`src/rtl/lsu_pkg.sv`:
```
// lsu_pkg: memory opcodes, RV32 funct3 load/store codes and FSM states for lsu_req_ctrl
package lsu_pkg;
    localparam logic [2:0] LB   = 3'd0;
    localparam logic [2:0] LHW  = 3'd1;
    localparam logic [2:0] LW   = 3'd2;
    localparam logic [2:0] SB   = 3'd3;
    localparam logic [2:0] SHW  = 3'd4;
    localparam logic [2:0] SW   = 3'd5;
    localparam logic [2:0] LBU  = 3'd6;
    localparam logic [2:0] LHWU = 3'd7;
    localparam logic [2:0] F3_B  = 3'b000;
    localparam logic [2:0] F3_H  = 3'b001;
    localparam logic [2:0] F3_W  = 3'b010;
    localparam logic [2:0] F3_BU = 3'b100;
    localparam logic [2:0] F3_HU = 3'b101;
    typedef enum logic [1:0] {IDLE = 2'd0, ISSUE = 2'd1, RESP = 2'd2} state_t;
endpackage

```
`src/rtl/lsu_req_fmt.sv`:
```
// lsu_req_fmt: decodes funct3/store into memory opcode, legality, misalignment and aligned low address bits
//   store, funct3, ea_lo  : decoded instruction kind and low two bits of the effective address
//   opcode, legal         : memory opcode and whether funct3 names a real load/store
//   misal                 : misaligned halfword/word (only when LSU_MISALIGN_EXC_EN is defined, else 0)
//   addr_lo               : ea_lo with the sub-access bits cleared (aligned down)
module lsu_req_fmt
    import lsu_pkg::*;
(
    input  logic       store,
    input  logic [2:0] funct3,
    input  logic [1:0] ea_lo,
    output logic [2:0] opcode,
    output logic       legal,
    output logic       misal,
    output logic [1:0] addr_lo
);
    logic half, word;
    logic [1:0] lo_mask;
    always_comb begin
        half    = funct3 == F3_H || funct3 == F3_HU;
        word    = funct3 == F3_W;
        legal   = funct3 == F3_B || funct3 == F3_H || funct3 == F3_W
                  || (!store && (funct3 == F3_BU || funct3 == F3_HU));
        opcode  = store ? (half ? SHW : word ? SW : SB)
                        : (funct3 == F3_BU ? LBU : funct3 == F3_HU ? LHWU : half ? LHW : word ? LW : LB);
        lo_mask = {word, half | word};
        addr_lo = ea_lo & ~lo_mask;
`ifdef LSU_MISALIGN_EXC_EN
        misal   = legal && |(ea_lo & lo_mask);
`else
        misal   = 1'b0;
`endif
    end
endmodule

```
`src/rtl/lsu_req_ctrl.sv`:
```
// lsu_req_ctrl: RV32 load/store initiator holding a memory request for a fixed latency
//   CLK/RSTn                       : clock, async active-low reset
//   req_valid/ready/store/funct3/base/imm/wdata/rd : EX-stage request handshake
//   mem_stall/opcode/addr/wdata/rdata              : byte-lane memory port (mem_stall=0 while active)
//   wb_valid/rd/data               : load writeback pulse
//   done, pipe_stall, misalign     : retire pulse, pipeline stall, misaligned-access pulse
//   Macro LSU_MISALIGN_EXC_EN: misaligned H/W accesses fault instead of being aligned down.
module lsu_req_ctrl
    import lsu_pkg::*;
#(
    parameter int RD_LAT = 3,
    parameter int ST_LAT = 2,
    parameter int AW     = 12
) (
    input  logic          CLK,
    input  logic          RSTn,
    input  logic          req_valid,
    output logic          req_ready,
    input  logic          req_store,
    input  logic [2:0]    req_funct3,
    input  logic [31:0]   req_base,
    input  logic [11:0]   req_imm,
    input  logic [31:0]   req_wdata,
    input  logic [4:0]    req_rd,
    output logic          mem_stall,
    output logic [2:0]    mem_opcode,
    output logic [AW-1:0] mem_addr,
    output logic [31:0]   mem_wdata,
    input  logic [31:0]   mem_rdata,
    output logic          wb_valid,
    output logic [4:0]    wb_rd,
    output logic [31:0]   wb_data,
    output logic          done,
    output logic          pipe_stall,
    output logic          misalign
);
    state_t state, state_n;
    logic [7:0] cnt;
    logic is_ld, flt, mis;
    logic [2:0] f_opc;
    logic f_legal, f_mis;
    logic [1:0] f_lo;
    logic [31:0] sum;
    logic [AW-1:0] ea;
    logic fault_in, unused_sum;

    assign sum        = req_base + {{20{req_imm[11]}}, req_imm};
    assign ea         = sum[AW-1:0];
    assign unused_sum = ^sum;
    assign fault_in   = ~f_legal | f_mis;

    lsu_req_fmt u_fmt (
        .store   (req_store),
        .funct3  (req_funct3),
        .ea_lo   (ea[1:0]),
        .opcode  (f_opc),
        .legal   (f_legal),
        .misal   (f_mis),
        .addr_lo (f_lo)
    );

    // Faulted requests skip ISSUE so the bus never leaves the idle state.
    always_comb begin
        state_n = state == IDLE  ? (req_valid ? (fault_in ? RESP : ISSUE) : IDLE)
                : state == ISSUE ? (cnt == 8'd0 ? RESP : ISSUE)
                : IDLE;
    end

    assign req_ready  = state == IDLE;
    assign pipe_stall = ~req_ready;
    assign mem_stall  = state != ISSUE;
    assign done       = state == RESP;
    assign wb_valid   = done & is_ld & ~flt;
    assign misalign   = done & mis;

    always_ff @(posedge CLK or negedge RSTn) begin
        if (!RSTn) begin
            state      <= IDLE;
            cnt        <= '0;
            mem_opcode <= LW;
            mem_addr   <= '0;
            mem_wdata  <= '0;
            wb_rd      <= '0;
            wb_data    <= '0;
            is_ld      <= 1'b0;
            flt        <= 1'b0;
            mis        <= 1'b0;
        end else begin
            state <= state_n;
            if (state == IDLE && req_valid) begin
                cnt        <= req_store ? 8'(ST_LAT - 1) : 8'(RD_LAT - 1);
                mem_opcode <= f_opc;
                mem_addr   <= {ea[AW-1:2], f_lo};
                mem_wdata  <= req_wdata;
                wb_rd      <= req_rd;
                is_ld      <= ~req_store;
                flt        <= fault_in;
                mis        <= f_mis;
            end else if (state == ISSUE) begin
                cnt <= cnt - 8'd1;
                // Last ISSUE cycle is when the memory presents load data.
                if (cnt == 8'd0 && is_ld)
                    wb_data <= mem_rdata;
            end
        end
    end
endmodule

```
`config.mk`:
```
export PLATFORM = sky130hd
export DESIGN_NAME = lsu_req_ctrl
export DESIGN_NICKNAME = d
export VERILOG_FILES = /design/src/rtl/lsu_pkg.sv /design/src/rtl/lsu_req_fmt.sv /design/src/rtl/lsu_req_ctrl.sv
export SDC_FILE = /design/constraint.sdc
export NUM_CORES = 1
export LEC_CHECK = 0
export ABC_AREA = 1
export CORE_MARGIN = 4
export CORE_UTILIZATION = 50
export DETAILED_ROUTE_END_ITERATION = 10
export DONT_BUFFER_PORTS = 1
export PLACE_DENSITY = 0.67
export SLEW_MARGIN = 40
export SYNTH_ARGS = -nofsm -noshare
export SYNTH_HDL_FRONTEND = slang
export SYNTH_SLANG_ARGS = --single-unit
```
`constraint.sdc`:
```
create_clock -name CLK -period 1.6 [get_ports CLK]
set_clock_uncertainty 0.15 [all_clocks]
set_input_delay 0.24 -clock CLK [delete_from_list [all_inputs] [get_ports CLK]]
set_output_delay 0.24 -clock CLK [all_outputs]
set_load 0.01 [all_outputs]
```
==> impl_metrics.yaml <==
outcome:
  status: "finished with violations"
  violations: "hold timing, setup timing"
finish:
  antenna_cells: 0
  drive_above_1_share: 0.183
  area_delta_synth_final_pct: 30.1
  n_fill_cell: 712
  multi_input_area_mm2: 0.00197
  layout.nets: 786
  instances_no_fill: 768
  post-route-util: 0.662
  seq_area_mm2: 0.00240
clock_tree:
  clk_path_buf_depth: 2
  clk_pin_slew_ps: 110
  cts_num_sinks: 96
  numCtsBuffers: 9
  cts_tree: "built"
  holdBufCountCts: 72
  root_buffer: "clkbuf_8"
  htree_levels: 3
  clkLatencyLatePin_ps: 360
yosys:
  ys_seq_area_frac: 0.513
  yosys_warnings: 0
  synth_flop_cell: "dfrtp_1"
  synth.most_common_cell: "nand2_1"
  synth_nets: 691
  yosys-top-cells-count: "nand2_1, dfrtp_1, inv_1"
  synth_top_area_frac: 0.508
  synth_area_mm2: 0.00468
  synth_area_leaders: "dfrtp_1, nand2_1, o21ai_2"
  syn_area_per_cell_um2: 8.41
  synthCells: 557
  synthDistinctLibCells: 30
  synth_edf_count: 0
  async_reset_ff_frac: 1.00
  synth_top_area_cell: "dfrtp_1"
  ys_ff_latch: 96
floorplan:
  core_area_mm2: 0.00920
  die_w_um: 105
  die_area_mm2: 0.0110
  start_util: 0.509
  ios: 210
  placementRows: 35
  die_y_um: 105
setup_path:
  cp_slowest_cell: "dfrtp_1"
  crit_chain: "nor2_2, nand2_2, nor2_4, nand3_4, clkbuf_16, nand2_2, o21ai_2"
  r2r_cells: 7
  cp-end-kind: "flip-flop"
  worst-path-max-fanout: 10
  cp-start-kind: "flip-flop"
  timing.critical_path.buf_inv: 1
  worstSetupPathDepth: 7
  path_common_cell: "nand2_2"
  crit_family: "simple AND/OR/NAND/NOR gates"
  required_ps: 1700
  worstPathArrival_ps: 1740
  critical_path_class: "reg -> reg"
  cp_slowest_stage_delay_ps: 440
power:
  static-leakage-power_nw: 3.19
  vdd_drop_max_uv: 930
  power_density_mw_per_mm2: 1670
sta:
  whs_ps: -586
  finalSetupViolations: 13
  max_freq_mhz: 610
  worst_slack_ps: -39.9
  finalCritPeriodShare: 1.02
  finalHoldViolations: 96
  period_minus_slack_ps: 1640
  maxSlewViolCount: 0
  final.setup.tns_ps: -142
  rsz0062_at_grt: "yes"
drt:
  drt-wirelength-per-cell_um: 16.1
  vias_per_cell: 5.10
  routed_wl_um: 12400
  ant_nets: 0
  drcViolationCount: 0
  initialDrtViolationCount: 236
  vias: 3919
  drt_pass1_iterations: 4
placed_design:
  dpl_worst_slack_ps: -90.1
  place.gp.congestion: 0.869
  port-buffer-count: 0
  dp_hpwl_um: 7310
  place_inst: 665
global_routing:
  grt_pass1_wl_um: 18500
  antenna_found_initial: 0
  grt_pass1_vias: 3866
  grt_remaining_overflow: 0
  grt_start_max_net_pins: 97
  grt_usage: 0.208
hold_path:
  worstHoldPathType: "in -> async"
flow_run:
  max_cap_viol_count: 0
==> report_power, final <==
part | internal [mW] | switching (mW)
Clock | 0.778 | 0.963
Combinational | 1.54 | 1.86
Sequential | 3.58 | 1.47
Total | 5.90 | 4.29
==> logic make-up after synthesis <==
| group | count (synthesis) | share of synthesized area |
|---|---|---|
| AND/OR/NAND/NOR | 282 | 0.248 |
| flip-flops | 96 | 0.513 |
| buffers and inverters | 94 | 0.0919 |
| AO/OA/AOI/OAI | 64 | 0.0962 |
| adder cells (fa/ha/maj) | 14 | 0.0390 |
| XOR/XNOR | 6 | 0.0112 |
| other | 1 | 0.000801 |
==> cell usage in the layout (no fill, tap or decap), types with 2 or more instances in the layout <==
cell	count
nand2_1	210
clkbuf_16	4
buf_12	3
o21ai_1	4
nand2_4	7
nand3_1	20
o21ai_2	32
inv_1	68
nand2_2	15
buf_6	4
clkbuf_8	9
ha_1	12
xor2_1	4
o211ai_1	2
nor2_4	5
nand3_4	2
buf_4	20
dfrtp_1	95
a21oi_1	9
dlygate4sd3_1	72
o21ai_0	15
inv_2	6
nor2_1	16
nand4_1	4
inv_8	3
xnor2_1	2
==> metrics by stage <==
stage,hold WS (ps),power [mW],cell area [um2]
4_1_cts,-611,9.64,5800
6_report,-586,10.2,6090
2_1_floorplan,-206,6.89,4690
3_3_place_gp,-204,7.54,4830
5_1_grt,-617,10.9,6090
3_5_place_dp,-203,7.70,4830
==> per-layer routing <==
layer	global-route usage	wire length (um)	vias up
li1	-	-	1901
met1	0.243	4770	1825
met2	0.361	6310	167
met3	0.0649	1020	26
met4	0.0694	298	0
met5	0	0	-
==> repair_timing <==
| action | CTS | global route |
|---|---|---|
| cloned | 0 | 5 |
| endpoints found under the setup margin | 22 | 77 |
| hold endpoints to repair | 174 | 96 |
| buffers inserted | 2 | 8 |
| gates resized for setup | 1 | 40 |
| pin swaps | 2 | 2 |
==> flip-flops by register name, summed over array words and instances, names as in the netlist <==
signal      flops
is_ld           1
cnt             8
mem_wdata      32
state           2
wb_data        32
mem_opcode      3
mem_addr       12
flt             1
wb_rd           5
==> final timing paths <==
| kind | end | startpoint | slack, ps |
|---|---|---|---|
| min in group CLK | mem_addr[11]$_DFFE_PN0P_ | req_imm[11] | 20 |
| hold reg to reg | flt$_DFFE_PN0P_ | flt$_DFFE_PN0P_ | 380 |
| max in group asynchronous | mem_opcode[1]$_DFFE_PN1P_ | RSTn | 1670 |
| setup reg to reg | wb_data[8]$_DFFE_PN0P_ | cnt[2]$_DFFE_PN0P_ | -40 |
| setup / recovery | wb_data[8]$_DFFE_PN0P_ | cnt[2]$_DFFE_PN0P_ | -40 |
| hold / removal | mem_addr[4]$_DFFE_PN0P_ | RSTn | -590 |
==> final cells by class <==
cell class | count | share of cell area
clock buffer | 9 | 0.0203
sequential | 96 | 0.395
inverter | 75 | 0.0466
clock inverter | 7 | 0.0160
multi-input combinational | 367 | 0.323
timing repair buffer | 103 | 0.177
tap | 111 | 0.0228
Note: power is estimated with default switching activity, not from simulation.
==> edit: new RTL, config.mk and constraints unchanged <==
Add a define of `LSU_MISALIGN_EXC_EN`.
--- a/src/rtl/lsu_req_fmt.sv
+++ b/src/rtl/lsu_req_fmt.sv
@@ -5,2 +5,4 @@
 //   addr_lo               : ea_lo with the sub-access bits cleared (aligned down)
+`define LSU_MISALIGN_EXC_EN
+
 module lsu_req_fmt
Function: changed (a bounded check fails within 4 cycles, from zero or initial values and one cycle with RSTn low).
==> edit against the unedited design <==
The run still ends with hold timing, setup timing left; synthesized area decreased by 0.48%; sequential cell count increased by 1; routed wire length decreased by 3.7%; total power decreased by 3.4%; synthesized cell count decreased by 0.90%; worst setup slack got worse by 46 ps; sequential share of layout area increased by 1.4 points; design area decreased by 2.4%.
==> edit: results (changes against the unedited design) <==
status: finished, violations left (unchanged)
failing checks: hold timing, setup timing (unchanged)
Die Width: 105 µm (about the same)
Hold Vio Cnt, Final: 97 (was 96)
Multi-input gate area: 1870 µm² (was 1970 µm²)
final worst setup slack: -85.5 ps (was -39.9 ps)
sw frac: 40.0% (was 42.1%)
adder-cell share of the synthesized area: 3.92% (was 3.90%)
Signal buffers: 101 (was 103)
Netlist cell types: 28 (was 30)
post-synthesis xor/xnor area fraction: 1.32% (was 1.12%)
Worst path max stage delay: 400 ps (was 440 ps)
filler cell count: 707 (was 712)
met2 Usage GRT: 36.9% (was 36.1%)
ant diodes: 1 (was 0)
WHS: -577 ps (was -586 ps)
setup violators final: 33 (was 13)
number of post-CTS setup repair buffers: 1 (was 2)
GRT met3 Usage: 5.55% (was 6.49%)
top post-synthesis cells by count: 224 x nand2_1, 96 x dfrtp_1, 74 x inv_1 (was 230 x nand2_1, 95 x dfrtp_1, 71 x inv_1)
syn nets: 686 (was 691)
pwr dens: 1660 nW/µm² (was 1670 nW/µm²)
multi-input gate count: 363 (was 367)
placed cell areas: 4880 µm² (was 4830 µm²)
worst endpoint data arrival time: 1790 ps (was 1740 ps)
PostCTS Resize Cnt: 3 (was 1)
peak supply drop: 0.732 mV (was 0.930 mV)
Num Clock Sinks: 97 (was 96)
Clock Network Area Fraction: 3.81% (was 3.64%)
GR Util met1: 26.4% (was 24.3%)
## edit: changes by cell type after synthesis, sizes merged, moves of 2 or more
cell,delta
buf,-5
clkbuf,+4
nand2,-7
nand3,+2
nor2,-3
nor3,+3
## edit: stage by stage
| step | setup TNS [ps] | setup WS [ps] | cells |
|---|---|---|---|
| 2_1_floorplan | -1260 | -46.4 | 552 |
| 3_3_place_gp | -2270 | -97.9 | 665 |
| 3_5_place_dp | -2890 | -109 | 665 |
| 4_1_cts | -2560 | -90.3 | 754 |
| 5_1_grt | -6090 | -207 | 758 |
| 6_report | -1930 | -85.5 | 759 |
## edit: worst paths after layout
| path | start | endpoint | slack (ps) | depth (start not counted) |
|---|---|---|---|---|
| setup reg to reg | cnt[2] | wb_data[14] | -90 | 7 |
| hold / removal | RSTn | wb_data[27] | -580 | 0 |
| max in group asynchronous | RSTn | mem_opcode[1] | 1670 | 0 |
| min in group CLK | req_base[11] | mem_addr[11] | 50 | 5 |
| hold reg to reg | flt | flt | 410 | 2 |
| setup / recovery | cnt[2] | wb_data[14] | -90 | 7 |
## edit: cell families (layout without fill, tap and decap cells)
logic type      count (synthesis)  after routing
simple gates                  277            277
flops                          97             97
buf+inv                        92            190
compound gates                 65             65
fa+ha+maj                      14             14
xor+xnor                        7              7
other cells                     0              1
## edit: power by group through the flow
stage	Clock (W)	Combinational [W]	Sequential, W
finish	0.00179	0.00306	0.00499
global route	0.00193	0.00350	0.00512
CTS	0.00184	0.00286	0.00499
detailed placement	0	0.00269	0.00502
global placement	0	0.00256	0.00500
floorplan	0	0.00201	0.00472
## edit: worst register-to-register path: stages, from the launching register on
cell and delay (ps):
dfrtp_1 400, nor2_2 140, nand2_2 80, nor4_4 300, nand3_4 120, buf_12 200, nand2_1 140, o21ai_2 60
